--- src/rtl/cordic_iter.sv ---
// Iterative CORDIC engine: sin/cos rotation and magnitude/atan2 vectoring,
// one micro-rotation per clock with quadrant pre-rotation and optional gain fix-up.
module cordic_iter #(
    parameter int DW        = 16,
    parameter int ITER      = 16,
    parameter int GAIN_COMP = 1,
    localparam int XW       = DW + 2
) (
    input  logic                 clk,
    input  logic                 rst,
    input  logic                 in_valid,
    output logic                 in_ready,
    input  logic                 in_mode,
    input  logic signed [DW-1:0] in_x,
    input  logic signed [DW-1:0] in_y,
    input  logic        [DW-1:0] in_z,
    output logic                 out_valid,
    input  logic                 out_ready,
    output logic signed [XW-1:0] out_x,
    output logic signed [XW-1:0] out_y,
    output logic        [DW-1:0] out_z,
    output logic                 busy
);

    localparam int CW = (ITER > 1) ? $clog2(ITER) : 1;
    localparam int PW = XW + 17;
    localparam logic [CW-1:0] LAST = CW'(ITER - 1);
    localparam logic signed [16:0] KQ = 17'sh04DBA;
    localparam logic [DW-1:0] HALF = {1'b1, {(DW-1){1'b0}}};

    typedef enum logic [1:0] {S_IDLE, S_ROTATE, S_COMP, S_DONE} state_t;

    function automatic logic [31:0] atan32(input int i);
        case (i)
            0:  return 32'h20000000;  1:  return 32'h12E4051E;
            2:  return 32'h09FB385B;  3:  return 32'h051111D4;
            4:  return 32'h028B0D43;  5:  return 32'h0145D7E1;
            6:  return 32'h00A2F61E;  7:  return 32'h00517C55;
            8:  return 32'h0028BE53;  9:  return 32'h00145F2F;
            10: return 32'h000A2F98;  11: return 32'h000517CC;
            12: return 32'h00028BE6;  13: return 32'h000145F3;
            14: return 32'h0000A2FA;  15: return 32'h0000517D;
            16: return 32'h000028BE;  17: return 32'h0000145F;
            18: return 32'h00000A30;  19: return 32'h00000518;
            20: return 32'h0000028C;  21: return 32'h00000146;
            22: return 32'h000000A3;  23: return 32'h00000051;
            24: return 32'h00000029;  25: return 32'h00000014;
            26: return 32'h0000000A;  27: return 32'h00000005;
            28: return 32'h00000003;  29: return 32'h00000001;
            30: return 32'h00000001;  default: return 32'h00000000;
        endcase
    endfunction

    // Round-to-nearest when narrowing the 32-bit table to DW bits.
    function automatic logic [DW-1:0] atan_tab(input int i);
        return DW'(({1'b0, atan32(i)} + ((33'd1 << (32 - DW)) >> 1)) >> (32 - DW));
    endfunction

    logic [DW-1:0] atan_lut [2**CW];
    for (genvar g = 0; g < 2**CW; g++) begin : g_lut
        assign atan_lut[g] = atan_tab(g);
    end

    state_t               state_q, state_d;
    logic signed [XW-1:0] x_q, x_d, y_q, y_d;
    logic        [DW-1:0] z_q, z_d;
    logic        [CW-1:0] cnt_q, cnt_d;
    logic                 mode_q, mode_d;

    logic signed [XW-1:0] xe, ye, xs, ys;
    logic        [DW-1:0] a_i;
    logic                 flip, d_pos;

    assign xe    = XW'(in_x);
    assign ye    = XW'(in_y);
    assign flip  = in_mode ? in_x[DW-1] : (in_z[DW-1] ^ in_z[DW-2]);
    assign xs    = x_q >>> cnt_q;
    assign ys    = y_q >>> cnt_q;
    assign a_i   = atan_lut[cnt_q];
    assign d_pos = mode_q ? y_q[XW-1] : ~z_q[DW-1];

    always_comb begin
        state_d = state_q;
        x_d     = x_q;
        y_d     = y_q;
        z_d     = z_q;
        cnt_d   = cnt_q;
        mode_d  = mode_q;
        case (state_q)
            S_IDLE: begin
                if (in_valid) begin
                    mode_d  = in_mode;
                    cnt_d   = '0;
                    state_d = S_ROTATE;
                    if (flip) begin
                        x_d = -xe;
                        y_d = -ye;
                        z_d = in_z + HALF;
                    end else begin
                        x_d = xe;
                        y_d = ye;
                        z_d = in_z;
                    end
                end
            end
            S_ROTATE: begin
                if (d_pos) begin
                    x_d = x_q - ys;
                    y_d = y_q + xs;
                    z_d = z_q - a_i;
                end else begin
                    x_d = x_q + ys;
                    y_d = y_q - xs;
                    z_d = z_q + a_i;
                end
                cnt_d = cnt_q + 1'b1;
                if (cnt_q == LAST) begin
                    cnt_d   = '0;
                    state_d = (GAIN_COMP != 0) ? S_COMP : S_DONE;
                end
            end
            S_COMP: begin
                // Full-width signed product, floor-shifted back to Q0.
                x_d     = XW'((PW'(x_q) * PW'(KQ)) >>> 15);
                y_d     = XW'((PW'(y_q) * PW'(KQ)) >>> 15);
                state_d = S_DONE;
            end
            S_DONE: begin
                if (out_ready) state_d = S_IDLE;
            end
            default: state_d = S_IDLE;
        endcase
    end

    always_ff @(posedge clk) begin
        if (rst) begin
            state_q <= S_IDLE;
            x_q     <= '0;
            y_q     <= '0;
            z_q     <= '0;
            cnt_q   <= '0;
            mode_q  <= 1'b0;
        end else begin
            state_q <= state_d;
            x_q     <= x_d;
            y_q     <= y_d;
            z_q     <= z_d;
            cnt_q   <= cnt_d;
            mode_q  <= mode_d;
        end
    end

    assign in_ready  = (state_q == S_IDLE);
    assign busy      = (state_q != S_IDLE);
    assign out_valid = (state_q == S_DONE);
    assign out_x     = out_valid ? x_q : '0;
    assign out_y     = out_valid ? y_q : '0;
    assign out_z     = out_valid ? z_q : '0;

endmodule

--- config.mk ---
export PLATFORM = sky130hd
export DESIGN_NAME = cordic_iter
export DESIGN_NICKNAME = d
export VERILOG_FILES = /design/src/rtl/cordic_iter.sv
export SDC_FILE = /design/constraint.sdc
export NUM_CORES = 1
export LEC_CHECK = 0
export ABC_AREA = 1
export BUFFER_PORTS_ARGS = -buffer_cell sky130_fd_sc_hd__buf_2
export CAP_MARGIN = 10
export CORE_MARGIN = 2
export CORE_UTILIZATION = 46
export CTS_CLUSTER_DIAMETER = 50
export DETAILED_ROUTE_END_ITERATION = 8
export SLEW_MARGIN = 15
export SYNTH_ARGS = -nofsm -noshare
export SYNTH_HDL_FRONTEND = slang
export SYNTH_SLANG_ARGS = --single-unit
--- constraint.sdc ---
create_clock -name clk -period 5.9 [get_ports clk]
set_clock_uncertainty 0.1 [all_clocks]
set_input_delay 0 -clock clk [delete_from_list [all_inputs] [get_ports clk]]
set_output_delay 0 -clock clk [all_outputs]
set_load 0.05 [all_outputs]
* Yosys cells after proc, flatten, opt, wreduce, memory -nomap -nowiden *
Memories as Yosys holds them, arrays and structs flattened.
Cells that the tools add are included.

storage, ports and cells
  bits in registers = 59
  bits in read-only memories = 256
  input port bits = 53
  output and inout bits = 55
  memories = 1

memory list
  name              words  bits a word  rd ports  clocked after Yosys merged registers in  wr ports  line  source
  (name not given)  16     16           1         0                                        0         79    assign a_i = atan_lut[cnt_q];

cells by class
  $add $sub $neg = 10
  $mul = 2
  magnitude comparators = 1
  equal/unequal tests = 7
  shift-type cells = 2
  multiplexer cells = 26
  bitwise gates (word level) = 3
  reduce and logical (&&, ||, !) cells = 8

operators with widths
  operator                                                                number
  18-bit 2-to-1 mux                                                       8
  18-bit case mux with 3 select lines                                     2
  16-bit 2-to-1 mux                                                       6
  18-bit by 15-bit multiplier with 32-bit output (second input constant)  2
  18-bit adder                                                            2
  16-bit negation with 18-bit output                                      2
  18-bit by 4-bit >>> shifter with 18-bit output                          2
  18-bit subtractor                                                       2
  16-bit case mux with 2 select lines                                     1
  16-bit adder                                                            1
  16-bit adder (second input constant)                                    1
  16-bit subtractor                                                       1
  4-bit 2-to-1 mux                                                        2
  2-bit case mux with 4 select lines                                      1
  4-bit case mux with 2 select lines                                      1
  2-bit 2-to-1 mux                                                        3
  2-bit AND reduction                                                     3
  5-bit >= comparator (second input constant)                             1
  4-bit NOT with 5-bit output                                             1
  4-bit by 1-bit adder with 4-bit output (second input constant)          1
  2-bit equality test (second input constant)                             2
  4-bit equality test (second input constant)                             1
  2-bit != test (second input constant)                                   2
  2-bit nonzero test                                                      2
  other kinds (8)                                                         9

* Longest topological paths before layout *
  depth after elaboration = 7
  gate-level depth with buffers = 32
  depth with buffers taken out = 30

* Worst setup path before layout *
Ideal clock, no wire load.

  path type = register to register
  from = register y_q[11]
  to = register y_q[16]
  setup time = 135 ps
  data arrival time = 4992 ps
  data required time = 5665 ps
  setup slack = 672 ps
  stages on the path, launching flop included = 21
  buffers on the path = 0
  path through = dfxtp_1 -> ha_1 -> inv_1 -> fa_1 -> inv_1 -> fa_1 -> fa_1 -> fa_1 -> inv_1 -> fa_1 -> inv_1 -> ha_1 -> a21o_1 -> a21boi_0 -> o21ai_0 -> a221oi_1 -> nand3b_1 -> nand3_1 -> nand3_1 -> nand3_1 -> a21oi_1

between the ends
  word-level cells in the longest chain between the ends = 3

ends and longest elaborated chain
  what                                                                                                    line  source
  start: declaration                                                                                      65    logic signed [XW-1:0] x_q, x_d, y_q, y_d;
  start signal: assignment                                                                                146   y_q <= y_d;
  parallel branches: the longest is 2 deep, another holds 18-bit by 15-bit multiplier with 32-bit output  -
  18-bit case mux with 3 select lines *                                                                   89    case (state_q)

Every way passes the cells marked *.
A chain may end at the register's enable or synchronous reset.

* Worst setup path in the final report *
  from = register y_q[12]
  to = register y_q[6]

between the ends
  word-level cells in the longest chain between the ends = 2

ends and longest elaborated chain
  what                                            line  source
  18-bit by 15-bit multiplier with 32-bit output  125   y_d = XW'((PW'(y_q) * PW'(KQ)) >>> 15);
  18-bit case mux with 3 select lines             89

No other way between the ends.

==> impl_metrics.py <==
metrics = {
    "layout": {
        "drive_above_1_share": 0.100,
        "area.growth.synth_to_final_pct": 11.6,
        "final_area_um2": 22800,
        "nNetsFinal": 3711,
        "diodes": 0,
        "fill_cells": 4548,
        "final_core_util": 0.518,
    },
    "clock_network": {
        "htree_levels": 3,
        "clock-sinks": 59,
        "tritoncts": "done",
        "cts_root_buf": "clkbuf_16",
        "clock_latency_ns": 0.38,
        "clkTransAtPathRegs_ns": 0.07,
        "cts_buffer_depth": 2,
        "cts_buffers": 9,
        "post-cts-setup-buffers": 0,
    },
    "logic_synthesis": {
        "synthArstFlopShare": 0,
        "netlist_area_um2": 20400,
        "synth_edf_count": 0,
        "synth-seq-area-share": 0.0578,
        "netlist_instances": 2970,
        "synth.avg_cell_area_um2": 6.88,
        "synth_nets": 3545,
        "dominantRegCellSynth": "dfxtp_1",
        "yosysUniqueCellTypes": 55,
        "ys_ff_latch": 59,
        "yosysWarningCount": 0,
    },
    "drt": {
        "finalWirelength_um": 66900,
        "drc_errors": 0,
        "drt-met1-wl_um": 29100,
        "drt_pass1_iterations": 6,
        "vias": 19806,
        "wl_met3_um": 2850,
        "dr_wl_met2_um": 32400,
        "drtIter0Drc": 1357,
        "top_layer_used": "met4",
        "avgRoutedWirePerCell_um": 17.9,
        "ant_nets": 0,
        "viasPerCell": 5.31,
    },
    "worst_setup_path": {
        "worstPathRequired_ns": 6.03,
        "worstPathCellList": "ha_2 -> inv_1 -> fa_1 -> inv_1 -> fa_1 -> fa_1 -> fa_1 -> inv_1 -> fa_1 -> inv_1 -> ha_1 -> a21o_1 -> a31oi_1 -> nand2_1 -> a21oi_1 -> o21ai_0 -> xnor2_1 -> o22ai_1 -> nand2_1 -> a31oi_1",
        "crit_slowest_cell": "fa_1",
        "cpPeakStageDelay_ns": 0.55,
        "reg2reg_depth": 20,
        "endpoint_kind": "register",
        "path_common_cell": "fa_1",
        "r2r_start": "y_q[12]$_SDFFE_PP0P_",
        "r2r-end": "y_q[6]$_SDFFE_PP0P_",
        "cp-start-kind": "register",
        "crit_type": "register to register",
        "cp.arrival_ns": 5.76,
        "cp_max_fo": 6,
        "r2r_setup_slack_ns": 0.27,
    },
    "global_routing": {
        "grtUsageTotal": 0.294,
        "antenna_found_initial": 0,
        "grt_pass1_wl_um": 107000,
        "overflow": 0,
        "grt_pass1_vias": 20190,
        "grt_max_degree": 59,
    },
    "sta": {
        "slew_violations": 0,
        "whs_ns": 0.0240,
        "hold_violations": 0,
        "timing.final.crit_share": 0.953,
        "finalSetupViolCount": 0,
        "worst_pin_slew_ns": 1.13,
        "finalCriticalPeriod_ns": 5.63,
        "relSlewSlack": 0.244,
        "timing.fmax_ghz": 0.178,
        "layout_setup_ws_ns": 0.275,
    },
    "place": {
        "place_area_um2": 22100,
        "preCtsSetupSlack_ns": -0.00932,
        "port_buffers": 107,
        "place_hpwl_um": 55900,
        "place_congestion": 1.00,
    },
    "worst_hold_path": {
        "min_path_type": "input port to register",
        "hp-start": "in_y[13]",
        "hold_end": "y_q[13]$_SDFFE_PP0P_",
        "hold_depth": 4,
    },
    "floorplan": {
        "core_area_um2": 44000,
        "die_h_um": 215,
        "rows": 77,
        "die-width_um": 215,
        "dieArea_um2": 46100,
        "initial_core_util": 0.464,
        "ios": 108,
    },
    "outcome": {
        "status": "complete, no violations",
    },
    "flow_run": {
        "cap_violations": 0,
    },
}
[logic make-up after synthesis]
group	share of synthesized area
simple gates	0.203
buf+inv	0.147
compound gates	0.147
fa+ha+maj	0.407
xor+xnor	0.0382
flops	0.0578
[flip-flops by register name, indices dropped and copies added (netlist names)]
signal	flops
cnt_q	4
mode_q	1
state_q	2
x_q	18
y_q	18
z_q	16
[per-layer routing]
layer / up-vias / track usage
met3: 142 / 0.0262
met1: 9400 / 0.379
met4: 0 / 0.109
met2: 568 / 0.514
met5: - / 0
li1: 9696 / -
[final cells by class]
class / count / area [um2] / area share
multi-input combinational: 2135 / 16400 / 0.718
clock buffer: 11 / 253 / 0.0111
timing repair buffer: 232 / 1540 / 0.0676
sequential: 59 / 1210 / 0.0531
inverter: 699 / 2630 / 0.115
clock inverter: 5 / 58.8 / 0.00258
tap: 592 / 741 / 0.0325
[synth_stat cells (10+ instances only)]
library cell | count | area share
xnor2_1 | 32 | 0.014
ha_1 | 285 | 0.17
nand2_1 | 541 | 0.099
o21ai_0 | 177 | 0.043
or2_2 | 10 | 0.0031
nand2_2 | 13 | 0.0040
dfxtp_1 | 59 | 0.058
nor2_1 | 161 | 0.030
o211ai_1 | 13 | 0.0048
nand3_1 | 198 | 0.049
buf_2 | 17 | 0.0042
a21oi_1 | 230 | 0.056
a31oi_1 | 25 | 0.0077
nand4_1 | 16 | 0.0049
o21ai_1 | 11 | 0.0027
a21o_1 | 15 | 0.0055
fa_1 | 237 | 0.23
nor3_1 | 24 | 0.0059
inv_1 | 691 | 0.13
o22ai_1 | 11 | 0.0034
clkbuf_1 | 42 | 0.0077
xor2_1 | 57 | 0.024
[cells in the final DEF (no fill, tap or decap), types with 10 or more instances in the layout]
master,netlist,final
nand2_1,541,540
a21oi_2,4,10
dfxtp_2,0,14
or2_2,10,10
a21oi_1,230,224
dlygate4sd3_1,0,24
o22ai_1,11,11
buf_2,17,107
o211ai_1,13,13
inv_1,691,689
buf_4,5,99
o21ai_1,11,13
nand4_1,16,16
nand2_2,13,14
nand3_1,198,197
a21o_1,15,15
o21ai_0,177,173
ha_1,285,276
nor2_1,161,158
a31oi_1,25,24
xor2_1,57,57
xnor2_1,32,32
fa_1,237,237
nor3_1,24,24
dfxtp_1,59,42
[worst max-delay path, delay by kind of cell, from the launching register on]
| family | cells | cell delay, ns |
|---|---|---|
| buf+inv | 4 | 0.23 |
| flops | 1 | 0.40 |
| simple gates | 2 | 0.20 |
| fa+ha+maj | 7 | 3.32 |
| xor+xnor | 1 | 0.20 |
| compound gates | 6 | 1.02 |
[what timing repair did]
action,4_1_cts,5_1_grt
gates cloned,0,0
setup endpoints to repair,1,28
endpoints found under the hold margin,23,0
pin swaps,0,3
hold buffers,24,0
resized for setup,1,46
[how the worst max path moves through the flow]
stage	startpoint	to	slack, ns
6_report	y_q[12]$_SDFFE_PP0P_	y_q[6]$_SDFFE_PP0P_	0.27
5_1_grt	y_q[11]$_SDFFE_PP0P_	y_q[6]$_SDFFE_PP0P_	-0.0004
4_1_cts	y_q[9]$_SDFFE_PP0P_	y_q[8]$_SDFFE_PP0P_	0.01
3_5_place_dp	y_q[11]$_SDFFE_PP0P_	y_q[16]$_SDFFE_PP0P_	-0.009
2_1_floorplan	y_q[11]$_SDFFE_PP0P_	y_q[16]$_SDFFE_PP0P_	0.67
3_3_place_gp	y_q[9]$_SDFFE_PP0P_	y_q[8]$_SDFFE_PP0P_	0.05
[stage by stage]
step	std cells	setup TNS, ns
final	3733	0
after floorplan	2970	0
after global routing	3733	-0.000438
after CTS	3733	0
after global placement	3693	0
after detailed placement	3693	-0.00932
Power is left out: the tool's default activity adds up to more than one toggle a clock period on the data nets, which glitch-free logic cannot reach.
